**config.mk**
```make
export PLATFORM = sky130hd
export DESIGN_NAME = mem_arbiter
export DESIGN_NICKNAME = d
export VERILOG_FILES = /design/src/rtl/mem_arbiter.sv
export SDC_FILE = /design/constraint.sdc
export NUM_CORES = 1
export LEC_CHECK = 0
export ABC_AREA = 1
export BUFFER_PORTS_ARGS = -buffer_cell sky130_fd_sc_hd__buf_4
export CORE_AREA = 4 4 131 133
export CTS_CLUSTER_DIAMETER = 40
export DETAILED_ROUTE_END_ITERATION = 12
export DIE_AREA = 0 0 135 137
export HOLD_SLACK_MARGIN = 0.08
export SYNTH_ARGS = -nofsm -noshare
export SYNTH_HDL_FRONTEND = slang
export SYNTH_SLANG_ARGS = --single-unit
```
**constraint.sdc**
```tcl
create_clock -name clk -period 3.4 [get_ports clk]
set_input_delay 0.68 -clock clk [delete_from_list [all_inputs] [get_ports clk]]
set_output_delay 0.68 -clock clk [all_outputs]
set_load 0.1 [all_outputs]
```
**src/rtl/mem_arbiter.sv**
```systemverilog
// Round-robin arbiter letting two native-interface masters share one memory slave.
// A watchdog ends hung slave accesses; saturating counters tally completed transactions.
module mem_arbiter #(
  parameter int unsigned TIMEOUT   = 64,
  parameter logic [31:0] ERR_RDATA = 32'hDEAD_BEEF,
  parameter int unsigned CNT_W     = 16
) (
  input  logic             clk,
  input  logic             reset,
  input  logic             m0_valid,
  input  logic             m0_instr,
  input  logic [31:0]      m0_addr,
  input  logic [31:0]      m0_wdata,
  input  logic [3:0]       m0_wstrb,
  output logic             m0_ready,
  output logic [31:0]      m0_rdata,
  input  logic             m1_valid,
  input  logic             m1_instr,
  input  logic [31:0]      m1_addr,
  input  logic [31:0]      m1_wdata,
  input  logic [3:0]       m1_wstrb,
  output logic             m1_ready,
  output logic [31:0]      m1_rdata,
  output logic             s_valid,
  output logic             s_instr,
  output logic [31:0]      s_addr,
  output logic [31:0]      s_wdata,
  output logic [3:0]       s_wstrb,
  input  logic             s_ready,
  input  logic [31:0]      s_rdata,
  output logic [1:0]       owner,
  output logic             timeout_err,
  output logic [CNT_W-1:0] m0_count,
  output logic [CNT_W-1:0] m1_count
);

  typedef enum logic [1:0] {
    IDLE = 2'd0,
    BUSY = 2'd1,
    DONE = 2'd2
  } state_e;

  localparam logic [1:0]       OWN_NONE  = 2'b00;
  localparam logic [1:0]       OWN_M0    = 2'b01;
  localparam logic [1:0]       OWN_M1    = 2'b10;
  localparam logic [15:0]      WDOG_LAST = 16'(TIMEOUT - 1);
  localparam logic [CNT_W-1:0] CNT_MAX   = {CNT_W{1'b1}};
  localparam logic [CNT_W-1:0] CNT_ONE   = CNT_W'(1);

  state_e           state_q;
  logic [1:0]       owner_q;
  logic [1:0]       rr_last_q;
  logic [15:0]      wdog_q;
  logic             timeout_err_q;
  logic [CNT_W-1:0] m0_count_q;
  logic [CNT_W-1:0] m1_count_q;

  logic [1:0]       grant_d;
  logic [CNT_W-1:0] m0_count_d;
  logic [CNT_W-1:0] m1_count_d;
  logic             busy_s;
  logic             ok_s;
  logic             tmo_s;
  logic             fin_s;

  // A reset cycle never completes a transaction, so no ready pulse escapes it.
  assign busy_s = (state_q == BUSY);
  assign ok_s   = busy_s && s_ready && !reset;
  assign tmo_s  = busy_s && !s_ready && !reset && (wdog_q == WDOG_LAST);
  assign fin_s  = ok_s || tmo_s;

  assign m0_count_d = (m0_count_q == CNT_MAX) ? m0_count_q : (m0_count_q + CNT_ONE);
  assign m1_count_d = (m1_count_q == CNT_MAX) ? m1_count_q : (m1_count_q + CNT_ONE);

  // Round-robin grant: on a tie the master that did not go last wins.
  always_comb begin
    grant_d = OWN_NONE;
    if (m0_valid && m1_valid) begin
      if (rr_last_q == OWN_M0) begin
        grant_d = OWN_M1;
      end else begin
        grant_d = OWN_M0;
      end
    end else if (m0_valid) begin
      grant_d = OWN_M0;
    end else if (m1_valid) begin
      grant_d = OWN_M1;
    end else begin
      grant_d = OWN_NONE;
    end
  end

  // Forward the owner's request to the slave and steer the completion back.
  always_comb begin
    s_instr  = 1'b0;
    s_addr   = 32'h0000_0000;
    s_wdata  = 32'h0000_0000;
    s_wstrb  = 4'h0;
    m0_ready = 1'b0;
    m0_rdata = 32'h0000_0000;
    m1_ready = 1'b0;
    m1_rdata = 32'h0000_0000;
    if (busy_s) begin
      if (owner_q == OWN_M1) begin
        s_instr = m1_instr;
        s_addr  = m1_addr;
        s_wdata = m1_wdata;
        s_wstrb = m1_wstrb;
      end else begin
        s_instr = m0_instr;
        s_addr  = m0_addr;
        s_wdata = m0_wdata;
        s_wstrb = m0_wstrb;
      end
    end else begin
      s_instr = 1'b0;
    end
    if (fin_s) begin
      case (owner_q)
        OWN_M0: begin
          m0_ready = 1'b1;
          m0_rdata = tmo_s ? ERR_RDATA : s_rdata;
        end
        OWN_M1: begin
          m1_ready = 1'b1;
          m1_rdata = tmo_s ? ERR_RDATA : s_rdata;
        end
        default: begin
          m0_ready = 1'b0;
          m1_ready = 1'b0;
        end
      endcase
    end else begin
      m0_ready = 1'b0;
    end
  end

  assign s_valid     = busy_s;
  assign owner       = owner_q;
  assign timeout_err = timeout_err_q;
  assign m0_count    = m0_count_q;
  assign m1_count    = m1_count_q;

  // Arbitration FSM, watchdog, sticky error flag and completion counters.
  always_ff @(posedge clk) begin
    if (reset) begin
      state_q       <= IDLE;
      owner_q       <= OWN_NONE;
      rr_last_q     <= OWN_M1;
      wdog_q        <= 16'd0;
      timeout_err_q <= 1'b0;
      m0_count_q    <= {CNT_W{1'b0}};
      m1_count_q    <= {CNT_W{1'b0}};
    end else begin
      case (state_q)
        IDLE: begin
          wdog_q <= 16'd0;
          if (grant_d != OWN_NONE) begin
            owner_q <= grant_d;
            state_q <= BUSY;
          end else begin
            state_q <= IDLE;
          end
        end
        BUSY: begin
          if (ok_s) begin
            if (owner_q == OWN_M1) begin
              m1_count_q <= m1_count_d;
            end else begin
              m0_count_q <= m0_count_d;
            end
            rr_last_q <= owner_q;
            owner_q   <= OWN_NONE;
            wdog_q    <= 16'd0;
            state_q   <= DONE;
          end else if (tmo_s) begin
            // The aborted grant still counts as a turn, so fairness survives a hung slave.
            rr_last_q     <= owner_q;
            owner_q       <= OWN_NONE;
            wdog_q        <= 16'd0;
            timeout_err_q <= 1'b1;
            state_q       <= DONE;
          end else begin
            wdog_q <= wdog_q + 16'd1;
          end
        end
        DONE: begin
          state_q <= IDLE;
        end
        default: begin
          state_q <= IDLE;
          owner_q <= OWN_NONE;
        end
      endcase
    end
  end

endmodule

```
==> results of run 1 <==
## worst max-delay path, stage by stage (launching register included)
cell	delay, ns
dfxtp_1	0.38
ha_1	0.21
nand3_1	0.14
nor2_2	0.21
nand3_4	0.12
nand2_4	0.10
nand2_2	0.07
nor2_4	0.12
inv_4	0.22
nor2_4	0.16
buf_4	0.29
## repair_timing
item                                    CTS  global route
buffers inserted                          0             3
gates resized for setup                   0             1
endpoints found under the setup margin    0             3
## state kept, by name (all words and copies together) (netlist names)
| name | flops |
|---|---|
| m0_count | 16 |
| m1_count | 16 |
| wdog_q | 16 |
| owner | 2 |
| rr_last_q | 2 |
| state_q | 2 |
| timeout_err | 1 |
## per-layer routing
metal / track usage, % / share of wire (%) / vias to the layer above
met1: 30.5 / 41 / 2924
met2: 40.5 / 51 / 214
met4: 3.81 / 1.4 / 0
li1: - / - / 3395
met3: 5.29 / 7.1 / 19
met5: 0 / 0 / -
## cell families after synthesis
group | count (synthesis) | share of synthesized area, %
compound gates | 128 | 13.6
xor+xnor | 25 | 4.48
fa+ha+maj | 3 | 0.768
buf+inv | 151 | 13.0
flops | 55 | 22.5
simple gates | 531 | 45.6
## power breakdown
group	internal (W)	total [W]	switching, W
clock	0.000277	0.000535	0.000258
sequential	0.000653	0.000666	0.0000127
combinational	0.000361	0.00148	0.00112
total	0.00129	0.00268	0.00139
## per-stage QoR
step,util (%),instance area (µm²),cells,total power [W]
2_1_floorplan,-,5290,893,0.00174
3_3_place_gp,50.8,8040,1423,0.00216
3_5_place_dp,50.8,8040,1423,0.00216
4_1_cts,51.8,8190,1431,0.00269
5_1_grt,51.9,8220,1435,0.00279
6_report,51.9,8220,1435,0.00268
## worst max path at each step
stage / start / to / slack, ns
finish: wdog_q[0] / m0_rdata[15] / 0.40
global route: wdog_q[0] / m0_rdata[15] / 0.23
CTS: wdog_q[0] / m0_rdata[9] / 0.19
detailed placement: reset / m0_rdata[9] / 0.37
global placement: reset / m0_rdata[15] / 0.41
floorplan: reset / m0_rdata[10] / -0.31
## final cells by class
cell class                      instances  share of cell area (%)
Clock buffer                            5                    1.52
Sequential cell                        55                    13.4
Multi-Input combinational cell        687                    43.2
Tap cell                              216                    3.29
Clock inverter                          3                   0.304
Timing Repair Buffer                  360                    33.2
Antenna cell                            1                  0.0304
Inverter                              108                    5.01
## synth_stat cells (6+ instances only)
cell type	instances	area [µm²]
nor2_2	13	81.3
inv_1	102	383
xor2_1	16	140
nand4_1	19	119
dfxtp_1	55	1100
nand3_1	20	100
clkbuf_1	28	105
a21oi_1	38	190
o21ai_0	80	400
nor2_1	263	987
nand2_1	195	732
buf_6	6	67.6
xnor2_1	9	78.8
==> impl_metrics.toml, run 1 <==
[worst_hold_path]
min_path_cells = 2
hold_start = "timeout_err"
whs_endpoint = "timeout_err"
hold_class = "reg2reg"

[worst_setup_path]
reg2reg_setup_slack_ns = 1.22
crit_path_start_kind = "flip-flop"
crit_required_ns = 2.72
reg2reg_depth = 9
cp_max_fo = 24
endpoint_kind = "output port"
arrival_ns = 2.32
criticalPathCategory = "reg2out"
timing.rr.start = "owner[0]"
r2r-end = "m1_count[5]"

[global_route]
antenna_found_initial = 1
grt_pass1_wl_um = 34100
grt_pass1_vias = 6014
grt_start_max_net_pins = 73
grt_usage_pct = 23.4
overflow = 0

[routing]
vias = 6552
via_per_inst = 4.57
ant_nets = 0
dr.pass1.iters = 4
drt_wl_total_um = 23300
post-route-drc-count = 0
dr.first_iter.drc_count = 295
wire_per_inst_um = 16.3

[placed_design]
dp_slack_ns = 0.373
io_buffers = 345
dp_hpwl_um = 19400
finalWeightedCongestion = 0.933

[timing]
fmax_ghz = 0.333
slew_headroom_pct = 55.1
whs_ns = 0.456
drv_slew = 0
rsz0062_at_grt = "false"
finalSetupTns_ns = 0
fin_crit_ns = 3.00
fin_crit_sh_pct = 88.4
max_slew.worst_pin.slew_ns = 0.674
fin_ws_ns = 0.395
hold_viol = 0
finClkSkew_ns = 0.00701
setup_violations = 0

[logic_synthesis]
synthArstFlopShare_pct = 0
ys_seq_area_share_pct = 22.5
synth_area_per_cell_um2 = 5.47
syn_area_mm2 = 0.00489
synthCells = 893
synth_cell_types = 34
syn_nets = 1071
ys_seq_elements = 55
synth-edff-count = 0
synth_warnings = 0
synth_ff_type = "dfxtp_1"

[clock_network]
postCtsHoldBufs = 0
cts_buffers = 5
clkSinkCount = 55
clk_latency_ns = 0.30
cts_root_buf = "clkbuf_16"
clockBufferDepth = 2
htreeDepth = 2
clkTransAtPathRegs_ns = 0.07
cts_tree = "yes"

[layout]
layout.nets = 1395
n_fill_cell = 1700
multi_input_area_mm2 = 0.00355
layout-drive-gt1-share_pct = 41.4
register_area_mm2 = 0.00110
final_common_cell = "buf_4"
area_delta_synth_final_pct = 68.3
mostFrequentLayoutCells = "buf_4, nand2_1, nor2_1"

[floorplanning]
core_area_mm2 = 0.0158
die-area_mm2 = 0.0185
fp.dieW_um = 135
row_count = 46
ios = 346
initial_utilization_pct = 30.9
chipHeight_um = 137

[pwr]
power_density_mw_per_mm2 = 326
p_leak_nw = 4.02
vdd_drop_max_uv = 241

[run_status]
status = "finished clean"

[job]
max_cap_viol_count = 0
Note: power is estimated with default switching activity, not from simulation.
==> run 2: changes to the inputs <==
--- a/config.mk
+++ b/config.mk
@@ -7,11 +7,14 @@
 export LEC_CHECK = 0
 export ABC_AREA = 1
 export BUFFER_PORTS_ARGS = -buffer_cell sky130_fd_sc_hd__buf_4
-export CORE_AREA = 4 4 131 133
+export CORE_AREA = 10 10 130 132
+export CTS_BUF_LIST = sky130_fd_sc_hd__clkbuf_8
 export CTS_CLUSTER_DIAMETER = 40
 export DETAILED_ROUTE_END_ITERATION = 12
-export DIE_AREA = 0 0 135 137
+export DIE_AREA = 0 0 140 142
 export HOLD_SLACK_MARGIN = 0.08
+export PLACE_DENSITY = 0.69
+export RECOVER_POWER = 50
 export SYNTH_ARGS = -nofsm -noshare
 export SYNTH_HDL_FRONTEND = slang
 export SYNTH_SLANG_ARGS = --single-unit
==> run 2 against run 1 <==
The run now ends with max-capacitance violations, max-slew violations left. Core utilization grew 3.3 points. Clock power shrank 23%. Maximum frequency shrank 7.3%. Sequential cell count is the same. Wire length grew 10%. Via count grew 1.4%. Critical path type unchanged. Largest cell class unchanged.
==> impl_metrics.toml, run 2 (same netlist as run 1, synthesis figures left out) <==
[placed_design]
placed_area_mm2 = 0.00799
dp_hpwl_um = 21400
io_buffers = 345
finalWeightedCongestion = 0.998
placedCellCount = 1389

[timing]
rsz0062_at_grt = "false"
setup_violations = 0
hold_viol = 0
slew_headroom_pct = -14.9
fmax_ghz = 0.308
fin_crit_sh_pct = 95.4
fin_crit_ns = 3.24
drv_slew = 16
max_slew.worst_pin.slew_ns = 1.71
finClkSkew_ns = 0.0132
whs_ns = 0.488

[layout]
final_common_cell = "buf_4"
final_cells = 1398
postLayoutCoreUtil_pct = 55.2
postLayoutCellArea_mm2 = 0.00790
register_area_mm2 = 0.00110
area_delta_synth_final_pct = 61.7
mostFrequentLayoutCells = "buf_4, nand2_1, nor2_1"
layout.nets = 1390
layout-drive-gt1-share_pct = 37.7
multi_input_area_mm2 = 0.00354
n_fill_cell = 1572

[run_status]
status = "finished, violations left"
violations = "max-capacitance violations, max-slew violations"

[pwr]
clkPwrFrac_pct = 16.2
pwr-share-seq_pct = 26.2
power_density_mw_per_mm2 = 322
p_int_w = 0.00115
p_leak_nw = 3.81
combPwrFrac_pct = 57.6
swShare_pct = 54.8
vdd_drop_max_uv = 179
power_switching_w = 0.00140
power_w = 0.00255

[floorplanning]
die-area_mm2 = 0.0199
initial_utilization_pct = 34.1
core_area_mm2 = 0.0143
row_count = 44
fp.dieW_um = 140
chipHeight_um = 142
ios = 346

[clock_network]
clkSinkCount = 55
clockBufferDepth = 2
clk_latency_ns = 0.33
htreeDepth = 2
cts_root_buf = "clkbuf_8"
cts_buffers = 5
post-cts-setup-buffer-count = 0
cts_tree = "yes"
clkTransAtPathRegs_ns = 0.11

[routing]
vias = 6647
dr.pass1.iters = 5
post-route-drc-count = 0
via_per_inst = 4.75
wire_per_inst_um = 18.4
drt_wl_total_um = 25700
ant_nets = 0
dr.first_iter.drc_count = 401

[global_route]
grt_pass1_vias = 6326
grt_usage_pct = 23.9
grt_pass1_wl_um = 37800
grt_start_max_net_pins = 73
antenna_found_initial = 1
overflow = 0

[worst_setup_path]
endpoint_kind = "output port"
criticalPathCategory = "reg2out"
crit_required_ns = 2.72
reg2reg_depth = 7
cp_max_fo = 24
crit_path_start_kind = "flip-flop"
arrival_ns = 2.56

[worst_hold_path]
hold_class = "reg2reg"
min_path_cells = 2

[job]
max_cap_viol_count = 1
## run 2: per-layer routing
| metal | wire, µm | global-route usage [%] | vias up | share of wire (%) |
|---|---|---|---|---|
| li1 | - | - | 3395 | - |
| met1 | 10200 | 29.3 | 2976 | 40 |
| met2 | 12700 | 40.7 | 260 | 50 |
| met3 | 2430 | 7.31 | 16 | 9.5 |
| met4 | 344 | 4.84 | 0 | 1.3 |
| met5 | 0 | 0 | - | 0 |
## run 2: critical path, cell delays in order, from the launching register on
cell and delay [ns]:
dfxtp_1 0.39, ha_1 0.20, nand3_1 0.14, nor2_2 0.20, nand3_4 0.25, nand2_4 0.17
nand2_2 0.08, nor2_4 0.12, inv_4 0.22, nor2_4 0.16, buf_4 0.29
## run 2: worst paths after layout
check | start | endpoint | slack, ns
setup / recovery | wdog_q[0] | m0_rdata[15] | 0.16
hold / removal | rr_last_q[1] | rr_last_q[1] | 0.49
setup reg to reg | m0_count[0] | m0_count[1] | 0.44
hold reg to reg | rr_last_q[1] | rr_last_q[1] | 0.49
## run 2: repair_timing
action | CTS | global route
setup endpoints to repair | 0 | 3
hold buffers | 0 | 0
endpoints found under the hold margin | 0 | 0
resized for setup | 0 | 3
## run 2: stage by stage
step	TNS [ns]	setup slack, ns
global route	0	0.00223
detailed placement	0	0.323
CTS	0	0.165
floorplan	-3.93	-0.311
finish	0	0.158
global placement	0	0.369
## run 2: final cells by class
class | instances | share of cell area (%)
Antenna cell | 1 | 0.0317
Clock buffer | 5 | 0.871
Clock inverter | 3 | 0.428
Inverter | 108 | 5.21
Multi-Input combinational cell | 687 | 44.8
Sequential cell | 55 | 13.9
Tap cell | 184 | 2.91
Timing Repair Buffer | 355 | 31.8
## run 2: power by group through the flow
stage          clock, W  combinational [W]  sequential [W]
2_1_floorplan         0            0.00103        0.000712
3_3_place_gp          0            0.00148        0.000682
3_5_place_dp          0            0.00149        0.000681
4_1_cts        0.000422            0.00149        0.000667
5_1_grt        0.000447            0.00154        0.000668
6_report       0.000413            0.00147        0.000667
==> run 3: changes to the inputs <==
==> constraint.sdc (replaced) <==
create_clock -name clk -period 3.4 [get_ports clk]
set_input_delay 0.68 -clock clk [delete_from_list [all_inputs] [get_ports clk]]
set_output_delay 0.68 -clock clk [all_outputs]
set_load 0.05 [all_outputs]
==> run 3 against run 2 <==
The run still ends with max-capacitance violations, max-slew violations left. Wire length down 4.9%. Sequential share of layout area up 0.81 points. Register-to-register slack improved by 0.05 ns. Core utilization is 3.0 points lower. Sequential cell count unchanged. Largest cell class unchanged.
==> impl_metrics.toml, run 3 (same netlist as run 1, synthesis figures left out) <==
[run_status]
status = "finished, violations left"
violations = "max-capacitance violations, max-slew violations"

[worst_hold_path]
hold_class = "reg2reg"

[layout]
register_area_mm2 = 0.00110
final_common_cell = "buf_4"
multi_input_area_mm2 = 0.00314
layout.nets = 1391
area_delta_synth_final_pct = 52.8
mostFrequentLayoutCells = "buf_4, nor2_1, nand2_1"
postLayoutCellArea_mm2 = 0.00747
n_fill_cell = 1596
layout-drive-gt1-share_pct = 28.4
n_antenna_cell = 0

[routing]
ant_nets = 0
dr.pass1.iters = 5
via_per_inst = 4.73
post-route-drc-count = 0
dr.first_iter.drc_count = 445
wire_per_inst_um = 17.5
vias = 6619
drt_wl_total_um = 24400

[global_route]
overflow = 0
grt_usage_pct = 22.6
grt_pass1_wl_um = 36000
antenna_found_initial = 1
grt_start_max_net_pins = 70
grt_pass1_vias = 6096

[timing]
fmax_ghz = 0.318
finClkSkew_ns = 0.0163
hold_viol = 0
finalSetupTns_ns = 0
setup_violations = 0
slew_headroom_pct = -8.96
rsz0062_at_grt = "false"
fin_crit_ns = 3.15
fin_ws_ns = 0.253
fin_crit_sh_pct = 92.6
drv_slew = 32
max_slew.worst_pin.slew_ns = 1.62

[pwr]
vdd_drop_max_uv = 197
p_leak_nw = 3.77
power_density_mw_per_mm2 = 280

[clock_network]
ctsResizeCount = 0
htreeDepth = 2
postCtsHoldBufs = 0
clkTransAtPathRegs_ns = 0.12
clkSinkCount = 55
clockBufferDepth = 2
post-cts-setup-buffer-count = 0
cts_tree = "yes"
clk_latency_ns = 0.33
cts_buffers = 5
cts_root_buf = "clkbuf_8"

[floorplanning]
fp.dieW_um = 140
chipHeight_um = 142
row_count = 44
initial_utilization_pct = 34.1
ios = 346
core_area_mm2 = 0.0143
die-area_mm2 = 0.0199

[placed_design]
io_buffers = 345
placed_area_mm2 = 0.00758
dp_hpwl_um = 20600
finalWeightedCongestion = 0.895
dp_slack_ns = 0.412

[worst_setup_path]
crit_path_start_kind = "flip-flop"
crit_required_ns = 2.72
arrival_ns = 2.47
criticalPathCategory = "reg2out"
cp_max_fo = 24
endpoint_kind = "output port"

[job]
max_cap_viol_count = 2
run 3: cell types whose count changed in the layout (fill, tap and decap cells not counted):
cell | previous run | this run
buf_6 | 3 | 0
inv_2 | 2 | 4
nor2_1 | 164 | 265
diode_2 | 1 | 0
clkbuf_1 | 37 | 49
buf_12 | 2 | 1
clkbuf_2 | 19 | 6
o21ai_0 | 81 | 82
o21ai_2 | 1 | 0
buf_4 | 294 | 300
nor2_2 | 83 | 11
inv_1 | 103 | 102
nor2_4 | 33 | 4
inv_4 | 2 | 1
run 3: worst paths after layout:
kind                            slack, ns           end  cells past startpoint   startpoint
worst max-delay path                 0.25  m0_rdata[11]                     10    wdog_q[0]
worst min-delay path                 0.46   timeout_err                      2  timeout_err
worst max register to register       0.49   m0_count[0]                      7  m0_count[0]
worst min register to register       0.46   timeout_err                      2  timeout_err
run 3: final cells by class:
type / instances / area share [%]
Inverter: 108 / 5.48
Sequential cell: 55 / 14.7
Timing Repair Buffer: 356 / 33.3
Multi-Input combinational cell: 687 / 42.0
Clock inverter: 3 / 0.452
Tap cell: 184 / 3.08
Clock buffer: 5 / 0.922
run 3: worst max-delay path, stage by stage (launching register included):
cell and delay, ns:
dfxtp_1 0.39, ha_1 0.21, nand3_1 0.14, nor2_2 0.23, nand3_4 0.26, nand2_4 0.17
nand2_2 0.08, nor2_4 0.10, inv_2 0.19, nor2_1 0.16, buf_4 0.21
run 3: layer usage:
layer	up-vias	share of wire (%)	track usage (%)
li1	3390	-	-
met1	2958	39	26.5
met2	245	51	39.3
met3	24	9.2	7.68
met4	2	1.7	4.46
met5	-	0.045	0
run 3: power breakdown:
part	switching (W)	internal (W)
Sequential	0.0000117	0.000654
Clock	0.000252	0.000156
Combinational	0.000697	0.000319
Total	0.000961	0.00113
run 3: per-stage QoR:
step	power (W)	util, %	hold WS (ns)	std cells
detailed placement	0.00173	52.9	0.444	1390
CTS	0.00214	53.7	0.464	1398
floorplan	0.00130	-	0.446	893
global placement	0.00172	52.9	0.444	1390
global route	0.00220	52.2	0.501	1398
finish	0.00209	52.2	0.462	1398
